--- src/rtl/bcd_display_scanner.sv ---
// Multiplexed 4-digit MM:SS scanner for a common-anode 7-segment display.
// Frame-synchronous value update, dead time, leading-zero blanking, error blink.
module bcd_display_scanner #(
   parameter int REFRESH_DIV  = 50000,
   parameter int DEAD_CYC     = 500,
   parameter int BLINK_FRAMES = 64
) (
   input  logic        clk_in,
   input  logic        RESET_N,
   input  logic [16:1] D_Q,
   input  logic        LOAD,
   input  logic        ERROR,
   input  logic        LZ_EN,
   output logic [4:1]  AN,
   output logic [7:1]  SEG,
   output logic        DP,
   output logic        FRAME_DONE
);

   localparam int CW = (REFRESH_DIV > 1) ? $clog2(REFRESH_DIV) : 1;
   localparam int BW = (BLINK_FRAMES > 1) ? $clog2(BLINK_FRAMES) : 1;
   localparam logic [CW-1:0] SLOT_LAST  = CW'(REFRESH_DIV - 1);
   localparam logic [CW-1:0] DEAD_LAST  = CW'(DEAD_CYC - 1);
   localparam logic [CW-1:0] FD_PRE     = CW'(REFRESH_DIV - 2);
   localparam logic [BW-1:0] BLINK_LAST = BW'(BLINK_FRAMES - 1);

   typedef enum logic {PH_DEAD, PH_ON} phase_t;

   phase_t        phase;
   logic [CW-1:0] cnt;
   logic [1:0]    digit;
   logic [16:1]   pending;
   logic [16:1]   display;
   logic          pend_valid;
   logic [BW-1:0] blink_cnt;
   logic          blink_vis;

   logic [3:0]    nib;
   logic [7:1]    seg_dec;
   logic          show;
   logic          slot_end;
   logic          frame_end;

   always_comb begin
      nib = display[4:1];
      unique case (digit)
         2'd0: nib = display[4:1];
         2'd1: nib = display[8:5];
         2'd2: nib = display[12:9];
         2'd3: nib = display[16:13];
      endcase
   end

   always_comb begin
      seg_dec = 7'b0111111;
      case (nib)
         4'd0: seg_dec = 7'b1000000;
         4'd1: seg_dec = 7'b1111001;
         4'd2: seg_dec = 7'b0100100;
         4'd3: seg_dec = 7'b0110000;
         4'd4: seg_dec = 7'b0011001;
         4'd5: seg_dec = 7'b0010010;
         4'd6: seg_dec = 7'b0000010;
         4'd7: seg_dec = 7'b1111000;
         4'd8: seg_dec = 7'b0000000;
         4'd9: seg_dec = 7'b0010000;
         default: seg_dec = 7'b0111111;
      endcase
   end

   assign slot_end  = (cnt == SLOT_LAST);
   assign frame_end = slot_end && (digit == 2'd3);
   assign show      = (phase == PH_ON) && blink_vis &&
                      !(digit == 2'd3 && LZ_EN && display[16:13] == 4'd0);

   always_ff @(posedge clk_in or negedge RESET_N) begin
      if (!RESET_N) begin
         phase      <= PH_DEAD;
         cnt        <= '0;
         digit      <= '0;
         pending    <= '0;
         display    <= '0;
         pend_valid <= 1'b0;
         blink_cnt  <= '0;
         blink_vis  <= 1'b1;
         AN         <= '1;
         SEG        <= '1;
         DP         <= 1'b1;
         FRAME_DONE <= 1'b0;
      end else begin
         if (slot_end) begin
            cnt   <= '0;
            digit <= digit + 2'd1;
            phase <= PH_DEAD;
         end else begin
            cnt <= cnt + CW'(1);
            if (cnt == DEAD_LAST) phase <= PH_ON;
         end

         // A LOAD coinciding with the display copy re-arms pending for the next frame.
         if (digit == 2'd0 && cnt == '0 && pend_valid) begin
            display    <= pending;
            pend_valid <= LOAD;
         end else if (LOAD) begin
            pend_valid <= 1'b1;
         end
         if (LOAD) pending <= D_Q;

         if (!ERROR) begin
            blink_cnt <= '0;
            blink_vis <= 1'b1;
         end else if (frame_end) begin
            if (blink_cnt == BLINK_LAST) begin
               blink_cnt <= '0;
               blink_vis <= ~blink_vis;
            end else begin
               blink_cnt <= blink_cnt + BW'(1);
            end
         end

         AN  <= show ? ~(4'b0001 << digit) : '1;
         SEG <= show ? seg_dec : '1;
         DP  <= ~(show && digit == 2'd2);
         // Raised one count early so the registered pulse lands on the slot's last cycle.
         FRAME_DONE <= (digit == 2'd3) && (cnt == FD_PRE);
      end
   end

endmodule

--- config.mk ---
export PLATFORM = sky130hd
export DESIGN_NAME = bcd_display_scanner
export DESIGN_NICKNAME = d
export VERILOG_FILES = /design/src/rtl/bcd_display_scanner.sv
export SDC_FILE = /design/constraint.sdc
export NUM_CORES = 1
export LEC_CHECK = 0
export ABC_AREA = 1
export ABC_CLOCK_PERIOD_IN_PS = 4500
export BUFFER_PORTS_ARGS = -buffer_cell sky130_fd_sc_hd__buf_2
export CORE_UTILIZATION = 57
export CTS_BUF_LIST = sky130_fd_sc_hd__clkbuf_16
export CTS_CLUSTER_DIAMETER = 120
export DETAILED_ROUTE_END_ITERATION = 8
export PLACE_DENSITY = 0.77
export SYNTH_ARGS = -nofsm -noshare
export SYNTH_HDL_FRONTEND = slang
export SYNTH_SLANG_ARGS = --single-unit
--- constraint.sdc ---
create_clock -name clk_in -period 4.5 [get_ports clk_in]
set_clock_uncertainty 0.15 [all_clocks]
set_input_delay 0.9 -clock clk_in [delete_from_list [all_inputs] [get_ports clk_in]]
set_output_delay 0.9 -clock clk_in [all_outputs]
set_load 0.03 [all_outputs]
# Word level (Yosys, flattened, before mapping)
# Memory sizes are Yosys's and may differ from the RTL's.
# Index checks and enable logic that the tools add are counted.
# W data, S select, Z words.
[classes]
add_sub_neg = 3
n_eq_ne = 9
shifts = 1
muxes = 14
bitwise_logic = 3
reduce_logical = 16
[op_table]
columns = ["op", "count"]
rows = [
  ["$eq A16 B16 Y1 const B", 2],
  ["$mux W6", 3],
  ["$add A16 B1 Y16 const B", 1],
  ["$eq A16 B9 Y1 const B", 1],
  ["$logic_not A16 Y1", 1],
  ["$mux W16", 1],
  ["$pmux W4 S4", 1],
  ["$logic_and A1 B1 Y1", 9],
  ["$mux W1", 7],
  ["$mux W7", 1],
  ["$add A6 B1 Y6 const B", 1],
  ["$eq A6 B6 Y1 const B", 1],
  ["$eq A2 B2 Y1 const B", 2],
  ["$logic_not A4 Y1", 1],
  ["$mux W4", 1],
  ["$ne A2 B1 Y1 const B", 2],
  ["$not A4 Y4", 1],
  ["$reduce_bool A2 Y1", 2],
  ["$shl A1 B2 Y4 const A", 1],
  ["$add A2 B1 Y2 const B", 1],
  ["$eq A2 B1 Y1 const B", 1],
  ["$logic_not A2 Y1", 1],
  ["$not A1 Y1", 2],
  ["$reduce_and A2 Y1", 1],
  ["$logic_not A1 Y1", 1],
]
[word_totals]
reg_bits = 72
romBits = 112
input_bits = 21
output_inout_bits = 13
elab_cells = 59
n_memories = 1
[mem_list]
columns = ["name", "words", "word_bits", "read_ports", "rd_clocked_by_memory_dff", "write_ports", "line_no", "source"]
rows = [
  ["(no name shown)", 16, 7, 1, 0, 0, "56", "case (nib)"],
]

# Longest topological paths before layout
# Gate-level depths: netlist of the first run.
[depth]
ltp_word = 7
mapped_depth = 12
mapped_depth_nobuf = 12

# Worst setup path after synthesis of the first run
# OpenSTA, ideal clock, no wires.
[synth_path]
path_type = "reg-to-output"
from = "register DP (netlist name)"
to = "output port AN[3] in the netlist's numbering"
arrival_time_ps = 786
required_time_ps = 3450
path_slack_ps = 2664
stages_incl_launch_ff = 2
path_buffers = 1
cell_sequence = "dfstp_2 > buf_4"
[synth_lines]
columns = ["element", "line_no", "source"]
rows = [
  ["to (decl)", "14", "output logic [4:1] AN,"],
]

# Worst setup path in the final report of the first run
[layout_path]
from = "register digit[0]"
to = "register display[9] in the netlist's numbering"
[layout_via]
elab_chain_cells = 3
[layout_rtl]
columns = ["element", "line_no", "source"]
rows = [
  ["from (decl)", "31", "logic [1:0] digit;"],
  ["from (signal assigned)", "93", "digit <= digit + 2'd1;"],
  ["$logic_not A2 Y1", "101", "if (digit == 2'd0 && cnt == '0 && pend_valid) begin"],
  ["$logic_and A1 B1 Y1 (2 in a row)", "101", ""],
  ["to (signal assigned)", "102", "display <= pending;"],
  ["to (decl)", "33", "logic [16:1] display;"],
]
# No other way between the ends.
# A chain may end at the register's enable or synchronous reset.

==> results of run 1 <==
==> logic make-up (layout without fill, tap and decap cells) <==
group / Yosys count / count (layout) / share of synthesized area (%)
and+or+nand+nor: 207 / 207 / 26.3
DFF: 71 / 71 / 50.6
buffers and inverters: 61 / 102 / 7.35
AOI/OAI and AO/OA: 54 / 54 / 10.5
adders and majority gates: 12 / 12 / 4.24
xor gates and xnor gates: 4 / 4 / 0.990
==> final cells by class <==
| cell class | instances | area share [%] |
|---|---|---|
| well taps | 75 | 2.31 |
| repair buffers | 34 | 4.25 |
| clock buffers | 9 | 5.54 |
| multi-input cells | 277 | 36.6 |
| flip-flops and latches | 71 | 44.1 |
| inverters | 52 | 4.80 |
| clock inverters | 7 | 2.40 |
==> registers in the layout (all words and copies together), names as in the netlist, 2 cells and up <==
name and count:
cnt 16, display 16, pending 16, SEG 7
blink_cnt 6, AN 3, digit 2
==> cells in the mapped netlist, drive strengths merged <==
master,number,area (sq um)
nand2,124,488
dfrtp,59,1480
inv,52,195
nor2,40,188
o21ai,40,260
nand3,24,135
dfstp,12,315
ha,12,150
nand4,8,50.1
buf,6,53.8
a21oi,5,36.3
o21bai,5,45.0
nor3,4,25.0
or2,4,25.0
xor2,4,35.0
clkbuf,3,11.3
a21o,2,15.0
a31oi,1,6.26
nand3b,1,7.51
nor3b,1,7.51
nor4,1,6.26
o31ai,1,7.51
==> layer usage <==
layer	routed length, microns	up-vias
li1	-	1360
met1	3190	1255
met2	3210	68
met3	266	8
met4	91	0
met5	0	-
==> power by group <==
group          switching, W  internal, W
clock network      0.000270     0.000485
registers         0.0000118     0.000665
logic             0.0000558    0.0000281
total              0.000338      0.00118
==> worst max-delay path, cell delays in order, from the launching register on <==
cell	delay, ps
dfrtp_1	400
inv_1	150
ha_1	200
nand3_1	90
nor3_2	210
nand3_2	580
nand2_1	310
o21ai_2	80
==> cell usage in the layout, fill, tap and decap left out, drive strengths merged <==
cell	instances
nand2	124
dfrtp	59
inv	52
nor2	40
o21ai	40
buf	34
nand3	24
dfstp	12
ha	12
clkbuf	9
nand4	8
a21oi	5
o21bai	5
xor2	4
or2	4
nor3	4
clkinv	3
a21o	2
bufinv	2
clkinvlp	2
a31oi	1
o31ai	1
nor3b	1
nor4	1
nand3b	1
==> metrics by stage <==
stage	setup WS (ps)	hold WS (ps)	std cells	cell area (sq um)	total power [W]
finish	2180	325	525	4060	0.00152
global route	1990	363	525	4060	0.00158
CTS	2150	329	525	4060	0.00153
detailed placement	2250	323	509	3740	0.000771
global placement	2330	312	509	3740	0.000767
floorplan	2660	297	409	3540	0.000736
==> how the worst max path moves through the flow <==
stage	start	to	slack, ps	cells after the start
after floorplan	DP	AN[3]	2660	1
after global placement	digit[0]	display[1]	2330	7
after detailed placement	digit[0]	display[3]	2250	7
after CTS	digit[0]	display[9]	2150	7
after global routing	digit[0]	display[9]	1990	7
final	digit[0]	display[9]	2180	7
==> impl_metrics.tcl, run 1 <==
set metrics [dict create \
    die_w_microns 80.8 \
    ys_ff_latch 71 \
    min_from "blink_vis" \
    mappedNetlistNets 442 \
    post_cts_buffers 0 \
    detail_route.vias_per_cell 5.13 \
    start_kind "flip-flop" \
    clock_sinks 71 \
    slew_headroom_pct 40.6 \
    portBuffers 33 \
    r2r-start "digit[0]" \
    cts_hold_buf 0 \
    yosysWarnings 0 \
    end_kind "flip-flop" \
    wl_per_cell_microns 12.9 \
    vias 2691 \
    ys_seq_area_share_pct 50.6 \
    ff2ff_setup_slack_ps 2180 \
    synthCells 409 \
    fmax_mhz 430 \
    rsz0062_at_grt "false" \
    antenna_found_initial 0 \
    power.density_nw_per_um2 373 \
    tightest_slew_ps 892 \
    grtUsageMet3_pct 7.19 \
    syn_area_sq_um 3540 \
    regArea_sq_um 1790 \
    use_met2_pct 36.1 \
    syn_area_per_cell_sq_um 8.65 \
    synth.distinct_cells 35 \
    diodes 0 \
    place_hpwl_mm 4.67 \
    reg2reg_to "display[9]" \
    arrival_ps 2370 \
    cts_tree "yes" \
    layout.nets 478 \
    cp_max_fo 32 \
    finalSetupViolations 0 \
    p_leak_nw 2.01 \
    drcViolationCount 0 \
    drive_gt1_share_pct 24.0 \
    n_fill_cell 472 \
    hold_viol_final 0 \
    coreArea_sq_um 5960 \
    cts_buffers 9 \
    grt_pass1_wl_mm 11.5 \
    drt-initial-drc-count 184 \
    dr.pass1.iters 4 \
    syn_to_final_growth_pct 14.8 \
    routed_wl_mm 6.76 \
    multiInputGateArea_sq_um 1490 \
    peakVddDrop_v 0.000305 \
    fin_crit_ps 2320 \
    hold_path_depth 2 \
    status "finished clean" \
    fp.dieH_microns 80.8 \
    required_ps 4550 \
    met1_usage_pct 32.2 \
    cap_violations 0 \
    clockRootBuffer "clkbuf_16" \
    dieArea_sq_um 6530 \
    critical_path_class "flip-flop to flip-flop" \
    grt_pass1_vias 2475 \
    pin_count 34 \
    hold_end "blink_vis" \
    top_usage_layer "met2" \
    grt_overflow 0 \
    clock_path_buffers 2 \
    gp_congestion 0.823 \
    insertion_delay_ps 330 \
    rows 28 \
    utilization_pct 68.2 \
    min_path_type "flip-flop to flip-flop" \
    initial_core_util_pct 59.4 \
    reg2reg_depth 7 \
    setup_tns_ps 0 \
    fin_crit_sh_pct 51.6 \
    drv_slew 0 \
    clk_pin_slew_ps 60 \
    grt_start_max_net_pins 72 \
    ant_nets 0 \
    cts_resized 0 \
    cts.htree.levels 3 \
    track_usage_pct 23.6 \
]
Note: power is estimated with default switching activity, not from simulation.
==> inputs of run 2 (changes only) <==
- ABC_CLOCK_PERIOD_IN_PS: 4500 -> 1960
- CORE_UTILIZATION: 57 -> 53
- PLACE_DENSITY: 0.77 -> 0.75
- clock period: 4.5 -> 1.96 ns (I/O delays scaled with it)
==> impl_metrics.tcl, run 2 (same netlist as run 1, synthesis figures left out) <==
set metrics [dict create \
    status "finished clean" \
    clock_sinks 71 \
    power.density_nw_per_um2 864 \
    drcViolationCount 0 \
    diodes 0 \
    required_ps 2090 \
    fp.dieH_microns 83.7 \
    n_fill_cell 491 \
    setup_tns_ps 0 \
    reg2reg_depth 11 \
    rows 29 \
    ant_nets 0 \
    fmax_mhz 532 \
    clock_path_buffers 2 \
    fin_crit_ps 1880 \
    finalSetupViolations 0 \
    peakVddDrop_v 0.000567 \
    grt_overflow 0 \
    dp.cells 514 \
    drt-initial-drc-count 163 \
    cts_tree "yes" \
    top_regs "cnt: 16 flops, display: 16 flops, pending: 16 flops" \
    hold_end "pending[15]" \
    p_leak_nw 2.09 \
    vias 2729 \
    grt_pass1_vias 2482 \
    min_from "D_Q[15]" \
    tightest_slew_ps 493 \
    drv_slew 0 \
    fin_hold_ws_ps 114 \
    hold_viol_final 0 \
    r2r-start "digit[1]" \
    track_usage_pct 21.4 \
    dieArea_sq_um 7010 \
    clk_pin_slew_ps 60 \
    cts_buffers 9 \
    final_common_cell "nand2_1" \
    pin_count 34 \
    ff2ff_setup_slack_ps 80 \
    routed_wl_mm 7.07 \
    wl_per_cell_microns 13.2 \
    place_hpwl_mm 4.77 \
    hold_path_depth 3 \
    critical_path_class "flip-flop to flip-flop" \
    cts.htree.levels 3 \
    dr.pass1.iters 4 \
    final_cells 535 \
    start_kind "flip-flop" \
    coreArea_sq_um 6390 \
    slew_headroom_pct 67.2 \
    slowest_stage "dfrtp_1" \
    layout.nets 486 \
    grt_start_max_net_pins 37 \
    portBuffers 33 \
    cap_violations 0 \
    cp_max_fo 5 \
    clockRootBuffer "clkbuf_16" \
    drive_gt1_share_pct 28.4 \
    layout_common_cells "nand2_1 (114), dfrtp_1 (59), inv_1 (45)" \
    path_common_cell "nand2_1" \
    utilization_pct 66.6 \
    fin_crit_sh_pct 96.0 \
    crit_path_cell_trace "buf_4 -> ha_4 -> nand2_1 -> nand2_1 -> o21bai_2 -> ha_1 -> inv_1 -> nand2_1 -> nand2_1 -> nand2_1 -> nand2_1" \
    detail_route.vias_per_cell 5.10 \
    crit_family "adder cells" \
    gp_congestion 0.904 \
    grt_pass1_wl_mm 11.7 \
    insertion_delay_ps 330 \
    crit_buf_inv 2 \
    antenna_found_initial 0 \
    arrival_ps 2010 \
    reg2reg_to "SEG[4]" \
    min_path_type "input pin to flip-flop" \
    max_stage_delay_ps 410 \
    syn_to_final_growth_pct 20.1 \
    initial_core_util_pct 55.4 \
    die_w_microns 83.7 \
    end_kind "flip-flop" \
]
## run 2: cell count changes in the layout (fill, tap and decap cells not counted), sizes merged
cell	previous run	this run
clkinvlp	2	0
bufinv	2	3
dlygate4sd3	0	1
clkinv	3	1
buf	34	41
inv	52	55
## run 2: worst max-delay path by stage
stage,endpoint,start,cells after the start,slack [ps]
5_1_grt,SEG[4],digit[1],11,-50
3_5_place_dp,SEG[5],digit[0],10,10
4_1_cts,SEG[4],digit[0],11,3
3_3_place_gp,SEG[4],digit[0],11,120
6_report,SEG[4],digit[1],11,80
2_1_floorplan,SEG[4],digit[0],11,230
## run 2: stage by stage
stage | setup slack (ps) | total power (W) | area, sq um
after floorplan | 228 | 0.00169 | 3540
after global placement | 123 | 0.00177 | 3790
after detailed placement | 11.5 | 0.00178 | 3790
after CTS | 3.18 | 0.00369 | 4160
after global routing | -50.6 | 0.00380 | 4250
final | 78.9 | 0.00368 | 4250
## run 2: worst reg2reg max path: stages, from the launching register on
cell and delay [ps]:
dfrtp_1 410, buf_4 160, ha_4 170, nand2_1 60, nand2_1 90, o21bai_2 220
ha_1 270, inv_1 80, nand2_1 60, nand2_1 60, nand2_1 50, nand2_1 60
## run 2: per-layer routing
metal | GRT usage, % | wire length (microns) | vias to the layer above
li1 | - | - | 1381
met4 | 10.0 | 82 | 0
met5 | 0 | 0 | -
met3 | 3.56 | 253 | 8
met2 | 32.2 | 3400 | 61
met1 | 30.4 | 3330 | 1279
## run 2: area by class of cell
type / instances / area (sq um) / share of cell area (%)
clock inverters: 7 / 128 / 3.00
multi-input cells: 277 / 1550 / 36.5
well taps: 77 / 96.3 / 2.27
repair buffers: 42 / 260 / 6.12
inverters: 52 / 198 / 4.65
flip-flops and latches: 71 / 1790 / 42.1
clock buffers: 9 / 225 / 5.30
## run 2: timing repair
item | in CTS | in global routing
endpoints found under the hold margin | 8 | 0
setup buffers | 0 | 4
setup endpoints to repair | 1 | 7
pin swaps | 0 | 5
gates resized for setup | 1 | 20
hold buffers | 1 | 0
## run 2: power breakdown
group | total (W) | leakage [nW] | switching, W | internal (W)
Sequential | 0.00156 | 0.878 | 0.0000312 | 0.00153
Combinational | 0.000209 | 1.04 | 0.000133 | 0.0000762
Clock | 0.00191 | 0.173 | 0.000647 | 0.00126
Total | 0.00368 | 2.09 | 0.000812 | 0.00286
==> inputs of run 3 (changes only) <==
- SETUP_SLACK_MARGIN: default -> 0.2
==> impl_metrics.tcl, run 3 (same netlist as run 1, synthesis figures left out) <==
set metrics [dict create \
    pin_count 34 \
    crit_buf_inv 2 \
    wl_per_cell_microns 14.4 \
    clock_sinks 71 \
    cp_max_fo 5 \
    cap_violations 0 \
    fp.dieH_microns 83.7 \
    multiInputGateArea_sq_um 1680 \
    layout_common_cells "nand2_1 (104), dfrtp_1 (55), inv_1 (41)" \
    finalInstanceArea_sq_um 4470 \
    grt_start_max_net_pins 37 \
    slew_headroom_pct 66.8 \
    detail_route.vias_per_cell 5.26 \
    path_common_cell "nand2_2" \
    max_stage_delay_ps 450 \
    hold_viol_final 0 \
    coreArea_sq_um 6390 \
    fin_crit_sh_pct 94.6 \
    drcViolationCount 0 \
    end_kind "flip-flop" \
    regArea_sq_um 1800 \
    peakVddDrop_v 0.000559 \
    crit_path_cell_trace "buf_6 -> ha_4 -> nand2_4 -> nand2_4 -> o21bai_4 -> ha_4 -> inv_4 -> nand2_2 -> nand2_2 -> nand2_2 -> nand2_1" \
    finalSetupViolations 0 \
    die_w_microns 83.7 \
    cts.htree.levels 3 \
    cts_buffers 9 \
    utilization_pct 69.9 \
    crit_family "flip-flops" \
    finalPower_w 0.00372 \
    start_kind "flip-flop" \
    post_dp_cell_area_sq_um 3790 \
    fmax_mhz 539 \
    vias 2854 \
    drive_gt1_share_pct 35.2 \
    clk_pin_slew_ps 60 \
    slowest_stage "dfrtp_2" \
    initial_core_util_pct 55.4 \
    drt-initial-drc-count 148 \
    power.density_nw_per_um2 833 \
    routed_wl_mm 7.80 \
    final_common_cell "nand2_1" \
    clockRootBuffer "clkbuf_16" \
    setup_tns_ps 0 \
    ant_nets 0 \
    track_usage_pct 23.7 \
    required_ps 2090 \
    rows 29 \
    gp_congestion 0.904 \
    dr.pass1.iters 4 \
    min_path_type "input pin to flip-flop" \
    dieArea_sq_um 7010 \
    place_hpwl_mm 4.77 \
    layout.nets 494 \
    antenna_found_initial 0 \
    portBuffers 33 \
    cts_tree "yes" \
    p_leak_nw 2.14 \
    critical_path_class "flip-flop to flip-flop" \
    grt_overflow 0 \
    tightest_slew_ps 498 \
    arrival_ps 1980 \
    diodes 0 \
    syn_to_final_growth_pct 26.2 \
    grt_pass1_wl_mm 12.8 \
    fin_crit_ps 1850 \
    n_fill_cell 466 \
    rsz0062_at_grt "true" \
    drv_slew 0 \
    status "finished clean" \
    top_regs "cnt: 16 flops, display: 16 flops, pending: 16 flops" \
    clock_path_buffers 2 \
    insertion_delay_ps 330 \
    grt_pass1_vias 2701 \
]
[run 3: cell count changes in the layout (fill, tap and decap cells not counted), sizes merged]
cell,previous run,this run
buf,41,49
[run 3: area by class of cell]
| type | count | share of cell area, % |
|---|---|---|
| Clock buffer | 9 | 5.04 |
| Clock inverter | 7 | 2.86 |
| Inverter | 52 | 4.71 |
| Timing Repair Buffer | 50 | 7.34 |
| Multi-Input combinational cell | 277 | 37.7 |
| Sequential cell | 71 | 40.2 |
| Tap cell | 77 | 2.16 |
[run 3: power by group]
group          leakage (nW)  internal (W)  switching (W)
Combinational          1.10     0.0000929       0.000151
Sequential            0.873       0.00153      0.0000334
Clock                 0.173       0.00126       0.000655
[run 3: path summary, 6_finish.rpt]
path                            from          end  slack [ps]  cells after the start
hold reg to reg            blink_vis    blink_vis         350                      2
setup reg to reg            digit[0]       SEG[4]         110                     11
hold / removal               D_Q[15]  pending[15]         110                      3
setup / recovery            digit[0]       SEG[4]         110                     11
max in group asynchronous    RESET_N      cnt[15]         650                      3
min in group asynchronous    RESET_N   display[2]         410                      2
[run 3: what timing repair did]
item,CTS,global route
endpoints found under the hold margin,8,0
hold buffers,1,0
pin swaps,10,13
setup endpoints to repair,24,26
resized for setup,37,28
setup buffers,7,5
[run 3: worst min-delay path: stages]
cell and delay, ps:
buf_2 70, nand2_1 40, o21ai_0 50
[run 3: metal layers]
metal  GRT usage (%)  wire [microns]
met5               0               0
met4            13.9             286
met3            4.25             314
met2            36.7            3750
met1            31.4            3450
[run 3: metrics by stage]
stage	std cells	setup slack [ps]	hold slack [ps]
floorplan	409	228	-53.6
global placement	514	123	241
detailed placement	514	11.5	235
CTS	538	179	108
global route	543	35.1	122
finish	543	106	115
